**src/rtl/gfx_pkg.sv**
```systemverilog
// rtl/gfx_pkg.sv - shared constants and colour packing helpers for the gfx layer compositor
package gfx_pkg;

  localparam int NUM_LAYERS_DEF = 6;
  localparam int COLOR_W_DEF    = 8;
  localparam int COORD_W_DEF    = 16;
  localparam int ID_W_DEF       = 3;

  // Input-to-output latency of the compositor in pixel clocks
  localparam int LATENCY = 3;

  // Bit offsets of the channels inside a packed {R,G,B} word
  function automatic int r_lsb(input int color_w);
    return 2 * color_w;
  endfunction

  function automatic int g_lsb(input int color_w);
    return color_w;
  endfunction

  function automatic int b_lsb(input int color_w);
    return 0;
  endfunction

  // The background reports itself as the layer index one past the last sprite
  function automatic int bg_id(input int num_layers);
    return num_layers;
  endfunction

endpackage

```
**src/rtl/gfx_prio2_sel.sv**
```systemverilog
// rtl/gfx_prio2_sel.sv - finds the two lowest set indices of a layer mask
module gfx_prio2_sel #(
  parameter int NUM_LAYERS = 6,
  parameter int IDX_W      = 3
) (
  input  logic [NUM_LAYERS-1:0] eff,
  output logic                  top_valid,
  output logic [IDX_W-1:0]      top_idx,
  output logic                  sec_valid,
  output logic [IDX_W-1:0]      sec_idx
);

  // Scan from index 0 upward; first hit is the top layer, second hit the one beneath
  always_comb begin
    top_valid = 1'b0;
    top_idx   = '0;
    sec_valid = 1'b0;
    sec_idx   = '0;
    for (int k = 0; k < NUM_LAYERS; k++) begin
      if (eff[k]) begin
        if (!top_valid) begin
          top_valid = 1'b1;
          top_idx   = IDX_W'(k);
        end else if (!sec_valid) begin
          sec_valid = 1'b1;
          sec_idx   = IDX_W'(k);
        end
      end
    end
  end

endmodule

```
**src/rtl/gfx_layer_compositor.sv**
```systemverilog
// rtl/gfx_layer_compositor.sv - 3-stage sprite layer compositor with blend and per-frame collision flags
module gfx_layer_compositor
  import gfx_pkg::*;
#(
  parameter int NUM_LAYERS = NUM_LAYERS_DEF,
  parameter int COLOR_W    = COLOR_W_DEF,
  parameter int COORD_W    = COORD_W_DEF,
  parameter int ID_W       = ID_W_DEF
) (
  input  logic                            i_clk,
  input  logic                            i_rst_n,
  input  logic [COORD_W-1:0]              i_x,
  input  logic [COORD_W-1:0]              i_y,
  input  logic                            i_de,
  input  logic                            i_v_sync,
  input  logic [NUM_LAYERS-1:0]           i_hit,
  input  logic [NUM_LAYERS*3*COLOR_W-1:0] i_rgb,
  input  logic [3*COLOR_W-1:0]            i_bg_rgb,
  input  logic [NUM_LAYERS-1:0]           i_layer_en,
  input  logic [NUM_LAYERS-1:0]           i_blend_en,
  output logic [COLOR_W-1:0]              o_red,
  output logic [COLOR_W-1:0]              o_green,
  output logic [COLOR_W-1:0]              o_blue,
  output logic [COORD_W-1:0]              o_x,
  output logic [COORD_W-1:0]              o_y,
  output logic                            o_de,
  output logic [ID_W-1:0]                 o_top_id,
  output logic [NUM_LAYERS-1:0]           o_collision
);

  localparam int PIX_W = 3 * COLOR_W;
  localparam int R_LSB = r_lsb(COLOR_W);
  localparam int G_LSB = g_lsb(COLOR_W);
  localparam int B_LSB = b_lsb(COLOR_W);
  localparam logic [ID_W-1:0] BG_ID = ID_W'(bg_id(NUM_LAYERS));

  // Floor average computed one bit wider so the carry is not lost
  function automatic logic [COLOR_W-1:0] avg(input logic [COLOR_W-1:0] a, input logic [COLOR_W-1:0] b);
    logic [COLOR_W:0] s;
    s = {1'b0, a} + {1'b0, b};
    return s[COLOR_W:1];
  endfunction

  // Stage 1 state
  logic [COORD_W-1:0]            s1_x, s1_y;
  logic                          s1_de, s1_vs;
  logic [NUM_LAYERS-1:0]         s1_hit, s1_en, s1_blend;
  logic [NUM_LAYERS*PIX_W-1:0]   s1_rgb;
  logic [PIX_W-1:0]              s1_bg;

  // Stage 1: register every input unchanged
  always_ff @(posedge i_clk or negedge i_rst_n) begin
    if (!i_rst_n) begin
      s1_x     <= '0;
      s1_y     <= '0;
      s1_de    <= 1'b0;
      s1_vs    <= 1'b0;
      s1_hit   <= '0;
      s1_en    <= '0;
      s1_blend <= '0;
      s1_rgb   <= '0;
      s1_bg    <= '0;
    end else begin
      s1_x     <= i_x;
      s1_y     <= i_y;
      s1_de    <= i_de;
      s1_vs    <= i_v_sync;
      s1_hit   <= i_hit;
      s1_en    <= i_layer_en;
      s1_blend <= i_blend_en;
      s1_rgb   <= i_rgb;
      s1_bg    <= i_bg_rgb;
    end
  end

  logic [NUM_LAYERS-1:0] eff;
  logic                  top_valid, sec_valid;
  logic [ID_W-1:0]       top_idx, sec_idx;

  assign eff = s1_hit & s1_en;

  gfx_prio2_sel #(
    .NUM_LAYERS (NUM_LAYERS),
    .IDX_W      (ID_W)
  ) u_sel (
    .eff       (eff),
    .top_valid (top_valid),
    .top_idx   (top_idx),
    .sec_valid (sec_valid),
    .sec_idx   (sec_idx)
  );

  logic [PIX_W-1:0] lay_rgb [NUM_LAYERS];

  for (genvar k = 0; k < NUM_LAYERS; k++) begin : g_unpack
    assign lay_rgb[k] = s1_rgb[k*PIX_W +: PIX_W];
  end

  logic [PIX_W-1:0] sel_top_rgb, sel_sec_rgb;
  logic [ID_W-1:0]  sel_id;
  logic             sel_blend;

  // Background fills in for whichever of top/sec has no real layer behind it
  always_comb begin
    sel_top_rgb = s1_bg;
    sel_sec_rgb = s1_bg;
    sel_id      = BG_ID;
    sel_blend   = 1'b0;
    if (top_valid) begin
      sel_top_rgb = lay_rgb[top_idx];
      sel_id      = top_idx;
      sel_blend   = s1_blend[top_idx];
    end
    if (sec_valid) begin
      sel_sec_rgb = lay_rgb[sec_idx];
    end
  end

  logic [PIX_W-1:0]   s2_top_rgb, s2_sec_rgb;
  logic [ID_W-1:0]    s2_id;
  logic               s2_blend, s2_de;
  logic [COORD_W-1:0] s2_x, s2_y;

  // Stage 2: register the selection result with its pixel coordinates
  always_ff @(posedge i_clk or negedge i_rst_n) begin
    if (!i_rst_n) begin
      s2_top_rgb <= '0;
      s2_sec_rgb <= '0;
      s2_id      <= '0;
      s2_blend   <= 1'b0;
      s2_de      <= 1'b0;
      s2_x       <= '0;
      s2_y       <= '0;
    end else begin
      s2_top_rgb <= sel_top_rgb;
      s2_sec_rgb <= sel_sec_rgb;
      s2_id      <= sel_id;
      s2_blend   <= sel_blend;
      s2_de      <= s1_de;
      s2_x       <= s1_x;
      s2_y       <= s1_y;
    end
  end

  // Stage 3: optional 50/50 blend with the layer beneath, then register the outputs
  always_ff @(posedge i_clk or negedge i_rst_n) begin
    if (!i_rst_n) begin
      o_red    <= '0;
      o_green  <= '0;
      o_blue   <= '0;
      o_top_id <= '0;
      o_de     <= 1'b0;
      o_x      <= '0;
      o_y      <= '0;
    end else begin
      if (s2_blend) begin
        o_red   <= avg(s2_top_rgb[R_LSB +: COLOR_W], s2_sec_rgb[R_LSB +: COLOR_W]);
        o_green <= avg(s2_top_rgb[G_LSB +: COLOR_W], s2_sec_rgb[G_LSB +: COLOR_W]);
        o_blue  <= avg(s2_top_rgb[B_LSB +: COLOR_W], s2_sec_rgb[B_LSB +: COLOR_W]);
      end else begin
        o_red   <= s2_top_rgb[R_LSB +: COLOR_W];
        o_green <= s2_top_rgb[G_LSB +: COLOR_W];
        o_blue  <= s2_top_rgb[B_LSB +: COLOR_W];
      end
      o_top_id <= s2_id;
      o_de     <= s2_de;
      o_x      <= s2_x;
      o_y      <= s2_y;
    end
  end

  logic                  vs_prev, vs_rise;
  logic [NUM_LAYERS-1:0] acc, contrib;

  // Two or more enabled layers hit on a visible pixel is exactly when a second layer exists
  assign contrib = (s1_de && sec_valid) ? eff : '0;
  assign vs_rise = s1_vs & ~vs_prev;

  // Accumulate overlaps over the frame and hand them to game logic at each frame start
  always_ff @(posedge i_clk or negedge i_rst_n) begin
    if (!i_rst_n) begin
      vs_prev     <= 1'b0;
      acc         <= '0;
      o_collision <= '0;
    end else begin
      vs_prev <= s1_vs;
      if (vs_rise) begin
        o_collision <= acc | contrib;
        acc         <= '0;
      end else begin
        acc <= acc | contrib;
      end
    end
  end

endmodule
```
**config.mk**
```make
export PLATFORM = sky130hd
export DESIGN_NAME = gfx_layer_compositor
export DESIGN_NICKNAME = d
export VERILOG_FILES = /design/src/rtl/gfx_pkg.sv /design/src/rtl/gfx_prio2_sel.sv /design/src/rtl/gfx_layer_compositor.sv
export SDC_FILE = /design/constraint.sdc
export NUM_CORES = 1
export LEC_CHECK = 0
export ABC_CLOCK_PERIOD_IN_PS = 2750
export BUFFER_PORTS_ARGS = -buffer_cell sky130_fd_sc_hd__buf_2
export CORE_MARGIN = 2
export CORE_UTILIZATION = 54
export CTS_CLUSTER_SIZE = 30
export DETAILED_ROUTE_END_ITERATION = 8
export HOLD_SLACK_MARGIN = 0.03
export MAX_ROUTING_LAYER = met4
export PLACE_DENSITY = 0.81
export RECOVER_POWER = 50
export SYNTH_ARGS = -nofsm -noshare
export SYNTH_HDL_FRONTEND = slang
export SYNTH_SLANG_ARGS = --single-unit
```
**constraint.sdc**
```tcl
create_clock -name i_clk -period 2.75 [get_ports i_clk]
set_clock_uncertainty 0.05 [all_clocks]
set_input_delay 0.275 -clock i_clk [delete_from_list [all_inputs] [get_ports i_clk]]
set_output_delay 0.275 -clock i_clk [all_outputs]
set_load 0.02 [all_outputs]
```
==> results.md, run 1 <==
* FF+latch count, synth at ~380
* GRT Total Usage at 34.1%
* Die Footprint at 27300 um2
* R2r setup slk at between 70 and 80 ps
* Critical-path cell list: nand2_2, inv_1, ha_1, buf_4, or4_4, a31oi_4, buf_4, a21oi_4, buf_4, o221ai_2, a21oi_2
* Ys async rst share at 100%
* Starting density of the core at 55.4%
* First-pass GRT wire length at ~66000 um
* Syn Nets at roughly 1200
* Commonest cells after routing, fill and taps aside: dfrtp_1, buf_2, dlygate4sd3_1
* CP max stage cell: or4_4
* Critical path data required time at around 3100 ps
* CTS Buf Count at 37
* Pwr/cell area at about 750 nW/um2
* Die width at approximately 170 um
* Antenna Nets Post-Route at 0
* # setup viols final at 0
* Top cell family by delay on the critical path: simple AND/OR/NAND/NOR gates
* Worst VDD drop at 0.685 mV
* Num ports at 288
* Clk buf depth at 3
* Die span in y at around 170 um
* Vias in the first global route at about 12000
* Worst Path Arrival at a little over 3000 ps
* Final WS setup at ~72 ps
* Number of synthesized flops with an enable pin at 0
* # rows at 58
* Final Cycle Share at 97.4%
* Crit path kind: reg -> reg
* Fin. Hold Viols at 0
* Synth-to-layout area growth at 40.7%
* Sequential-to-total area share from yosys stat at slightly below 70%
* DRT Wirelength at approximately 45000 um
* Min-Delay Path Class: reg -> reg
* Post-synth cell types at 59
* Crit path capture type: flop
* I/O Buffers at around 290
* Final Power at ~15000 uW
* Core ar. at 25300 um2
* Clock sink total at around 380
* Clock-pin transition on the worst setup and hold timing paths at roughly 60 ps
* FILL cells at 1392
* Pre-antenna DRT Iters at 6
* WP buf/inv at 4
* Max Freq at ~0.37 GHz
* Worst-margin pin slew at roughly 1800 ps
* CP Max Fanout at 7
* Synth Flop Type: dfrtp_1
* CP Launch Type: flop
* Clock Latency Late Sink at 530 ps
* Fin crit period at about 2700 ps
* DR vias/cell at 5.85
* Initial antenna violation count at 3
* Slew Viols, Final at between 70 and 80
* Worst hold slack at approximately 300 ps
* Fin util at 77.9%
* Post-route setup TNS at 0 ps
* Drt drc at 0
* Setup Slack @ Placement at -171 ps
* Total of max-cap violations at 1
* Root Buffer: clkbuf_16
* Gpl congestion at 0.845
* Routed vias at between 10000 and 15000
* Wirelength per Cell at 24.6 um
* Yosys warning count at 0
* Outcome: finished, violations left
* Failing checks: max-capacitance violations, max-slew violations
* NumNets Final at 1731
* Share of cells above drive strength 1 at between 30% and 40%
* DR iter-0 viols at ~870
* Syn Inst Count at just over 900
* Worst stage delay on the critical path at roughly 560 ps
* CTS tree: done
* Detailed Place HPWL at between 20000 and 25000 um
* H-tree depth at 2
* Grt total ovfl at 0
* Leakage at 0.00875 uW
* Commonest non-fill, non-tap cell in the layout: dfrtp_1
* Syn_area_per_cell at ~15 um2
* Mapped cell area at ~14000 um2
* Critical path's most frequent cell: buf_4
* Largest net degree at the start of global routing at 86
* Relative slew margins at -23.0%
[path summary, 6_finish.rpt]
path / startpoint / endpoint / depth (start not counted)
setup / recovery: s1_hit[0]$_DFF_PN0_ / s2_sec_rgb[16]$_DFF_PN0_ / 11
hold / removal: s2_x[3]$_DFF_PN0_ / o_x[3]$_DFF_PN0_ / 0
setup reg to reg: s1_hit[0]$_DFF_PN0_ / s2_sec_rgb[16]$_DFF_PN0_ / 11
hold reg to reg: s2_x[3]$_DFF_PN0_ / o_x[3]$_DFF_PN0_ / 0
max in group asynchronous: i_rst_n / s1_rgb[21]$_DFF_PN0_ / 3
min in group asynchronous: i_rst_n / s1_y[13]$_DFF_PN0_ / 2
[final cells by class]
type	instances	area [um2]	share of cell area (%)
Inverter	20	75.1	0.380
Multi-Input combinational cell	492	4440	22.5
Tap cell	330	413	2.09
Clock inverter	15	256	1.30
Sequential cell	378	9460	47.9
Antenna cell	3	7.51	0.0380
Timing Repair Buffer	551	4060	20.6
Clock buffer	50	1020	5.19
[synth_stat cells, types with 12 or more instances]
cell type / instances / area, um2
dfrtp_1: 378 / 9460
mux4_2: 25 / 563
o21ai_0: 47 / 235
ha_1: 26 / 325
nor3_1: 12 / 60.1
nand2_1: 56 / 210
a21oi_2: 20 / 175
buf_2: 18 / 90.1
inv_1: 19 / 71.3
clkbuf_1: 13 / 48.8
mux2_2: 57 / 642
nor2_1: 41 / 154
mux2i_1: 25 / 250
xnor2_1: 13 / 114
a22o_2: 18 / 180
a21oi_1: 17 / 85.1
o221ai_2: 20 / 300
o32ai_1: 24 / 210
[metrics by stage]
step / instances / instance area, um2
3_3_place_gp: 1530 / 16000
4_1_cts: 1824 / 19700
2_1_floorplan: 929 / 14000
3_5_place_dp: 1530 / 16000
6_report: 1839 / 19700
5_1_grt: 1839 / 19700
[cell families after synthesis]
kind of cell,share of synthesized area (%)
AOI/OAI and AO/OA,12.2
xor gates and xnor gates,0.812
adders and majority gates,2.75
buffers and inverters,2.23
DFF,67.4
muxes,10.4
and+or+nand+nor,4.17
[what timing repair did]
item	in CTS	in global routing
pin swaps	4	2
cloned	2	4
hold buffers	221	0
setup endpoints to repair	25	48
gates resized for setup	12	8
buffers inserted	6	8
hold endpoints to repair	288	0
[registers in the layout, summed over array words and instances, names as in the netlist, 16 cells and up]
signal,flops
s2_top_rgb,24
s2_x,16
s1_rgb,144
s2_sec_rgb,24
s1_y,16
s1_bg,24
o_x,16
s2_y,16
s1_x,16
o_y,16
[power breakdown]
part | switching, uW | leakage (uW) | total [uW] | internal (uW)
clock | 2200 | 0.000620 | 5400 | 3200
combinational | 1680 | 0.00370 | 3040 | 1360
sequential | 296 | 0.00443 | 6400 | 6100
total | 4180 | 0.00875 | 14800 | 10700
[routing by layer]
metal | global-route usage [%] | share of wire [%] | up-vias
li1 | - | - | 4475
met2 | 58.8 | 52 | 663
met1 | 37.5 | 35 | 5428
met4 | 19.1 | 5.5 | 0
met5 | - | 0 | -
met3 | 5.89 | 7.2 | 190
(Power assumes the default switching activity.)
==> run 2, diff against run 1 <==
- ABC_CLOCK_PERIOD_IN_PS: 2750 -> 2300
- CORE_UTILIZATION: 54 -> 49
- PLACE_DENSITY: 0.81 -> 0.77
- clock period: 2.75 -> 2.3 ns (I/O delays scaled with it)
==> run 2 against run 1 <==
The flow finishes with violations (max-capacitance violations, max-slew violations, negative setup slack). Via count down 2.8%. Critical path depth shrank 1. Global-route usage fell by 5.0 points. Non-clock buffer count rose by 50. Highest routed layer unchanged.
==> results.md, run 2 (synthesis results as in run 1) <==
* Crit path launch: s1_hit[0]$_DFF_PN0_
* NumNets Final at 1779 (+2.8%)
* Pwr/cell area at 863 nW/um2 (+15%)
* CP endpoint: s2_top_rgb[5]$_DFF_PN0_
* Hold path startpoint: i_y[7]
* N_diodes at 0 (-3)
* Reg2reg path depth at 10 (-1)
* Clock-pin transition on the worst setup and hold timing paths at 70 ps (about the same)
* Slew Viols, Final at 58 (-19%)
* Critical path data required time at 2650 ps (-440 ps)
* CP Max Fanout at 7 (unchanged)
* Critical-path cell list: nand2_2, ha_4, a21boi_4, nand3_2, o21ai_4, buf_12, clkbuf_16, mux4_2, mux2i_1, o21ai_1
* Fin. Hold Viols at 0 (unchanged)
* # rows at 61 (+5.2%)
* Register with the most flip-flops: s1_rgb
* Pre-antenna DRT Iters at 5 (-1)
* Gr busiest metal: met2
* DR vias/cell at 5.41 (-7.6%)
* I/O Buffers at 287 (unchanged)
* Clk buf depth at 3 (unchanged)
* DR iter-0 viols at 731 (-16%)
* Min-Delay Path Class: in -> reg
* CP max stage cell: mux4_2
* Worst VDD drop at 0.888 mV (+30%)
* GRT Total Usage at 29.0% (-5.0 points)
* Detailed Place HPWL at 23400 um (+4.6%)
* Max reg flops at 144 (unchanged)
* Final WS setup at -131 ps (-203 ps)
* Antenna Nets Post-Route at 0 (unchanged)
* Met3 usage at 4.60% (-1.3 points)
* Num ports at 288 (unchanged)
* Met1 GRT Util at 34.7% (-2.9 points)
* Synth-to-layout area growth at 48.7%
* Post-Layout Cell Count at 1935 (+5.2%)
* Max Freq at 0.411 GHz (+10%)
* RSZ-0062 raised after global routing: yes
* DRT Wirelength at 43300 um (-4.5%)
* Worst r2r dst: s2_top_rgb[5]$_DFF_PN0_
* Vias in the first global route at 11839 (+0.0084%)
* Worst Path Arrival at 2780 ps (-240 ps)
* Share of cells above drive strength 1 at 39.6% (+6.3 points)
* Leakage at 0.00926 uW (+5.8%)
* Core ar. at 28000 um2 (+11%)
* H-tree depth at 2 (unchanged)
* Post-route setup TNS at -2430 ps (-2430 ps)
* FILL cells at 1622 (+17%)
* Failing checks: max-capacitance violations, max-slew violations, negative setup slack
* Clock Latency Late Sink at 540 ps (about the same)
* CP Launch Type: flop
* Routed vias at 10460 (-2.8%)
* Commonest cells after routing, fill and taps aside: dfrtp_1, buf_2, dlygate4sd3_1
* Total of max-cap violations at 1 (unchanged)
* First-pass GRT wire length at 65000 um (-1.7%)
* Die span in y at 173 um (+4.9%)
* Relative slew margins at -5.73% (+17 points)
* Clock sink total at 378 (unchanged)
* Crit path kind: reg -> reg
* Drt drc at 0 (unchanged)
* Wirelength per Cell at 22.4 um (-9.3%)
* Largest net degree at the start of global routing at 78 (-9.3%)
* Die width at 173 um (+4.9%)
* Placed cells at 1618 (+5.8%)
* Starting density of the core at 50.1% (-5.3 points)
* Root Buffer: clkbuf_16
* CTS tree: done
* CTS Buf Count at 39 (+5.4%)
* Fin crit period at 2430 ps (-247 ps)
* # setup viols final at 48 (+48)
* Gpl congestion at 0.901 (+6.6%)
* Worst-margin pin slew at 1590 ps (-258 ps)
* Worst stage delay on the critical path at 510 ps (-50 ps)
* Fin util at 74.5% (-3.4 points)
* Outcome: finished, violations left
* Crit path capture type: flop
* R2r setup slk at -130 ps (-200 ps)
* Grt total ovfl at 0 (unchanged)
* Final Cycle Share at 106% (+8.3 points)
* Area taken by multi-input logic gates at 4800 um2 (+8.1%)
* Commonest non-fill, non-tap cell in the layout: dfrtp_1
* Initial antenna violation count at 0 (-3)
* FF-to-FF Start: s1_hit[0]$_DFF_PN0_
* Die Footprint at 30000 um2 (+9.9%)
* Met2 layer usage reported by global route at 50.7% (-8.1 points)
* FF+latch area at 9460 um2 (unchanged)
==> run 2: through the flow <==
stage	worst slack, ps	total power [uW]	hold WS (ps)	cell area (um2)
6_report	-131	18000	279	20900
2_1_floorplan	5.31	9630	-116	14100
3_5_place_dp	-128	11000	158	16600
3_3_place_gp	-83.0	10900	151	16600
4_1_cts	-63.9	17700	184	20400
5_1_grt	-178	18700	257	20900
==> run 2: worst min-delay path by stage <==
| stage | end | depth (start not counted) |
|---|---|---|
| floorplan | acc[0]$_DFF_PN0_ | 0 |
| global placement | s1_y[8]$_DFF_PN0_ | 1 |
| detailed placement | s1_y[12]$_DFF_PN0_ | 1 |
| CTS | o_y[8]$_DFF_PN0_ | 2 |
| global route | s1_y[7]$_DFF_PN0_ | 2 |
| finish | s1_y[7]$_DFF_PN0_ | 2 |
==> run 2: timing repair <==
action / in CTS / in global routing
setup endpoints to repair: 36 / 55
buffers inserted: 11 / 10
hold endpoints to repair: 338 / 0
pin swaps: 16 / 8
cloned: 2 / 5
hold buffers: 221 / 0
gates resized for setup: 40 / 62
==> run 2: final cells by class <==
type	count	share of cell area, %
multi-input cells	488	23.0
flip-flops and latches	378	45.3
repair buffers	601	22.8
clock buffers	54	5.28
inverters	20	0.372
well taps	378	2.27
clock inverters	16	0.947
==> run 2: critical path: cells and delay by family, from the launching register on <==
kind	cells	cell delay, ps
mux	2	700
flops	1	380
compound gates	3	370
fa+ha+maj	1	170
buf+inv	2	360
simple gates	2	260
==> run 2: power by group <==
| group | total, uW | leakage, uW | internal (uW) | switching (uW) |
|---|---|---|---|---|
| combinational | 3950 | 0.00419 | 1870 | 2080 |
| clock | 6400 | 0.000638 | 3720 | 2670 |
| sequential | 7660 | 0.00443 | 7300 | 362 |
| total | 18000 | 0.00926 | 12900 | 5120 |
==> run 2: routing by layer <==
layer	routed length [um]	part of all wire, %
met1	16600	38
met2	22800	53
met3	2670	6.2
met4	1160	2.7
met5	0	0
==> run 3, diff against run 2 <==
- SYNTH_HIERARCHICAL: default -> 1
==> run 3 against run 2 <==
The flow finishes with violations (negative setup slack). Sequential cell count did not move. Wire length increased by 14%. Utilization decreased by 0.69 points. Worst setup slack got worse by 590 ps. Cell count up 0.83%. Clock power grew 3%. Design area fell by 1.2%. Sequential power barely moved. Power rose by 1.2%. Synthesized cell count grew 0.86%. Largest cell class unchanged.
==> results.md, run 3 <==
* Critical path data required time at 2670 ps (+20 ps)
* Clock-pin transition on the worst setup and hold timing paths at 70 ps (about the same)
* Relative slew margins at 4.23% (+10 points)
* Final WS setup at -723 ps (-592 ps)
* Pwr/cell area at 884 nW/um2 (+2.4%)
* Top-count cell post-synth: dfrtp_1
* Pre-antenna DRT Iters at 5 (unchanged)
* Worst-margin pin slew at 1440 ps (-149 ps)
* Syn Nets at 1188 (+0.68%)
* DRT Wirelength at 49200 um (+14%)
* Drt drc at 0 (unchanged)
* Number of synthesized flops with an enable pin at 0 (unchanged)
* H-tree depth at 2 (unchanged)
* Worst VDD drop at 0.808 mV (-9.0%)
* Placed cells at 1633 (+0.93%)
* Ys async rst share at 100% (unchanged)
* Critical-path cell list: and2_4, ha_4, or2_4, buf_4, o21ai_2, o221ai_4, o311ai_4, buf_6, buf_8, mux4_2, a22oi_2, a21oi_1
* Commonest cells after routing, fill and taps aside: dfrtp_1, dlygate4sd3_1, buf_2
* # rows at 61 (unchanged)
* Routed vias at 11002 (+5.2%)
* Gpl congestion at 0.930 (+3.1%)
* Grt total ovfl at 0 (unchanged)
* Min-Delay Path Class: in -> reg
* Setup Slack @ Placement at -659 ps (-530 ps)
* Crit path launch: s1_hit[0]$_DFF_PN0_
* GRT Total Usage at 32.2% (+3.2 points)
* Hold path startpoint: i_x[5]
* Syn Inst Count at 937 (+0.86%)
* Core ar. at 27900 um2 (-0.27%)
* Clk buf depth at 3 (unchanged)
* DR vias/cell at 5.64 (+4.3%)
* CP Max Fanout at 5 (-2)
* CTS Buf Count at 38 (-2.6%)
* Fin util at 73.8% (-0.69 points)
* Failing checks: negative setup slack
* Num ports at 288 (unchanged)
* Synth area leader: dfrtp_1
* Yosys warning count at 6 (+6)
* Sequential-to-total area share from yosys stat at 67.7% (+0.30 points)
* Share of cells above drive strength 1 at 36.9% (-2.7 points)
* Clock Latency Late Sink at 550 ps (about the same)
* Root Buffer: clkbuf_16
* I/O Buffers at 287 (unchanged)
* Initial antenna violation count at 7 (+7)
* Die span in y at 173 um (-0.22%)
* Largest net degree at the start of global routing at 69 (-12%)
* NumNets Final at 1791 (+0.67%)
* Slew Viols, Final at 0 (-100%)
* Die width at 173 um (-0.22%)
* Clock sink total at 378 (unchanged)
* FILL cells at 1637 (+0.92%)
* Post-DP Area at 16400 um2 (-0.90%)
* Max Freq at 0.331 GHz (-20%)
* Synth top area share at 67.7% (+0.30 points)
* Worst stage delay on the critical path at 540 ps (+30 ps)
* # setup viols final at 62 (+29%)
* Post-synth cell types at 50 (-15%)
* Synth Flop Type: dfrtp_1
* Post-route cell area at 20600 um2 (-1.2%)
* Fin. Hold Viols at 0 (unchanged)
* Synth-to-layout area growth at 47.6%
* FF-to-FF Start: s1_hit[0]$_DFF_PN0_
* Synth cell count leaders: dfrtp_1, a21oi_1, nor2_1
* First-pass GRT wire length at 70300 um (+8.2%)
* Vias in the first global route at 11908 (+0.58%)
* Crit path kind: reg -> reg
* CP Launch Type: flop
* Register with the most flip-flops: s1_rgb
* Commonest non-fill, non-tap cell in the layout: dfrtp_1
* Antenna Nets Post-Route at 0 (unchanged)
* CP max stage cell: mux4_2
* Outcome: finished, violations left
* Crit path capture type: flop
* RSZ-0062 raised after global routing: yes
* Final Cycle Share at 131% (+26 points)
* Max reg flops at 144 (unchanged)
* Wirelength per Cell at 25.2 um (+13%)
* Largest cells by area after synthesis: dfrtp_1, mux4_2, mux2_2
* CTS tree: done
* Mapped cell area at 14000 um2 (-0.45%)
* Total of max-cap violations at 0 (-1)
* Detailed Place HPWL at 25300 um (+8.1%)
* Fin crit period at 3020 ps (+592 ps)
* FF+latch count, synth at 378 (unchanged)
* Worst Path Arrival at 3390 ps (+610 ps)
* Leakage at 0.00911 uW (-1.6%)
* Post-Layout Cell Count at 1951 (+0.83%)
* DR iter-0 viols at 902 (+23%)
* Die Footprint at 29900 um2 (-0.43%)
* Starting density of the core at 50.0% (-0.087 points)
* Syn_area_per_cell at 14.9 um2 (-1.3%)
* Worst hold slack at 258 ps (-20.8 ps)
run 3: where the power goes:
group,switching (uW),internal [uW],leakage [uW]
clock,2880,3700,0.000638
sequential,367,7290,0.00442
combinational,2100,1890,0.00405
total,5350,12900,0.00911
run 3: final cells by class:
| class | count | area, um2 | area share, % |
|---|---|---|---|
| multi-input cells | 495 | 4650 | 22.6 |
| clock inverters | 21 | 282 | 1.37 |
| diodes | 8 | 20.0 | 0.0971 |
| flip-flops and latches | 378 | 9460 | 45.9 |
| repair buffers | 610 | 4640 | 22.5 |
| inverters | 17 | 63.8 | 0.310 |
| well taps | 378 | 473 | 2.29 |
| clock buffers | 44 | 1020 | 4.96 |
run 3: final timing paths:
path	endpoint	slack [ps]	depth (start not counted)
setup / recovery	s2_sec_rgb[19]$_DFF_PN0_	-720	12
hold / removal	s1_x[5]$_DFF_PN0_	260	2
setup reg to reg	s2_sec_rgb[19]$_DFF_PN0_	-720	12
hold reg to reg	o_y[6]$_DFF_PN0_	280	0
max in group asynchronous	s2_de$_DFF_PN0_	70	4
min in group asynchronous	s2_x[13]$_DFF_PN0_	480	2
run 3: cell families (layout without fill, tap and decap cells):
logic type,Yosys count,after routing,synth area share [%]
DFF,378,378,67.7
xor gates and xnor gates,3,3,0.188
other,0,8,0
adders and majority gates,29,29,2.76
and+or+nand+nor,172,172,5.94
buffers and inverters,64,692,2.43
AOI/OAI and AO/OA,184,184,8.32
muxes,107,107,12.6
run 3: worst max-delay path: cells and delay by family, from the launching register on:
kind            cells  cell delay [ps]
flops               1              380
buf+inv             3              500
fa+ha+maj           1              150
mux                 1              540
simple gates        2              440
compound gates      5              830
run 3: stage by stage:
step	setup TNS, ps	power [uW]
after detailed placement	-30750	10900
after global routing	-49680	18900
after global placement	-27420	10800
after floorplan	-13520	9640
final	-32290	18200
after CTS	-27210	17700
run 3: what timing repair did:
action	in CTS	in global routing
pin swaps	25	27
buffers inserted	10	11
gates cloned	3	2
gates resized for setup	52	56
hold buffers	221	0
hold endpoints to repair	472	0
setup endpoints to repair	61	62
run 3: metal layers:
metal,global-route usage (%),up-vias,wire (um)
li1,-,4557,-
met1,37.2,5537,17400
met2,53.5,695,24900
met3,6.55,213,3750
met4,16.7,0,3270
met5,-,-,0
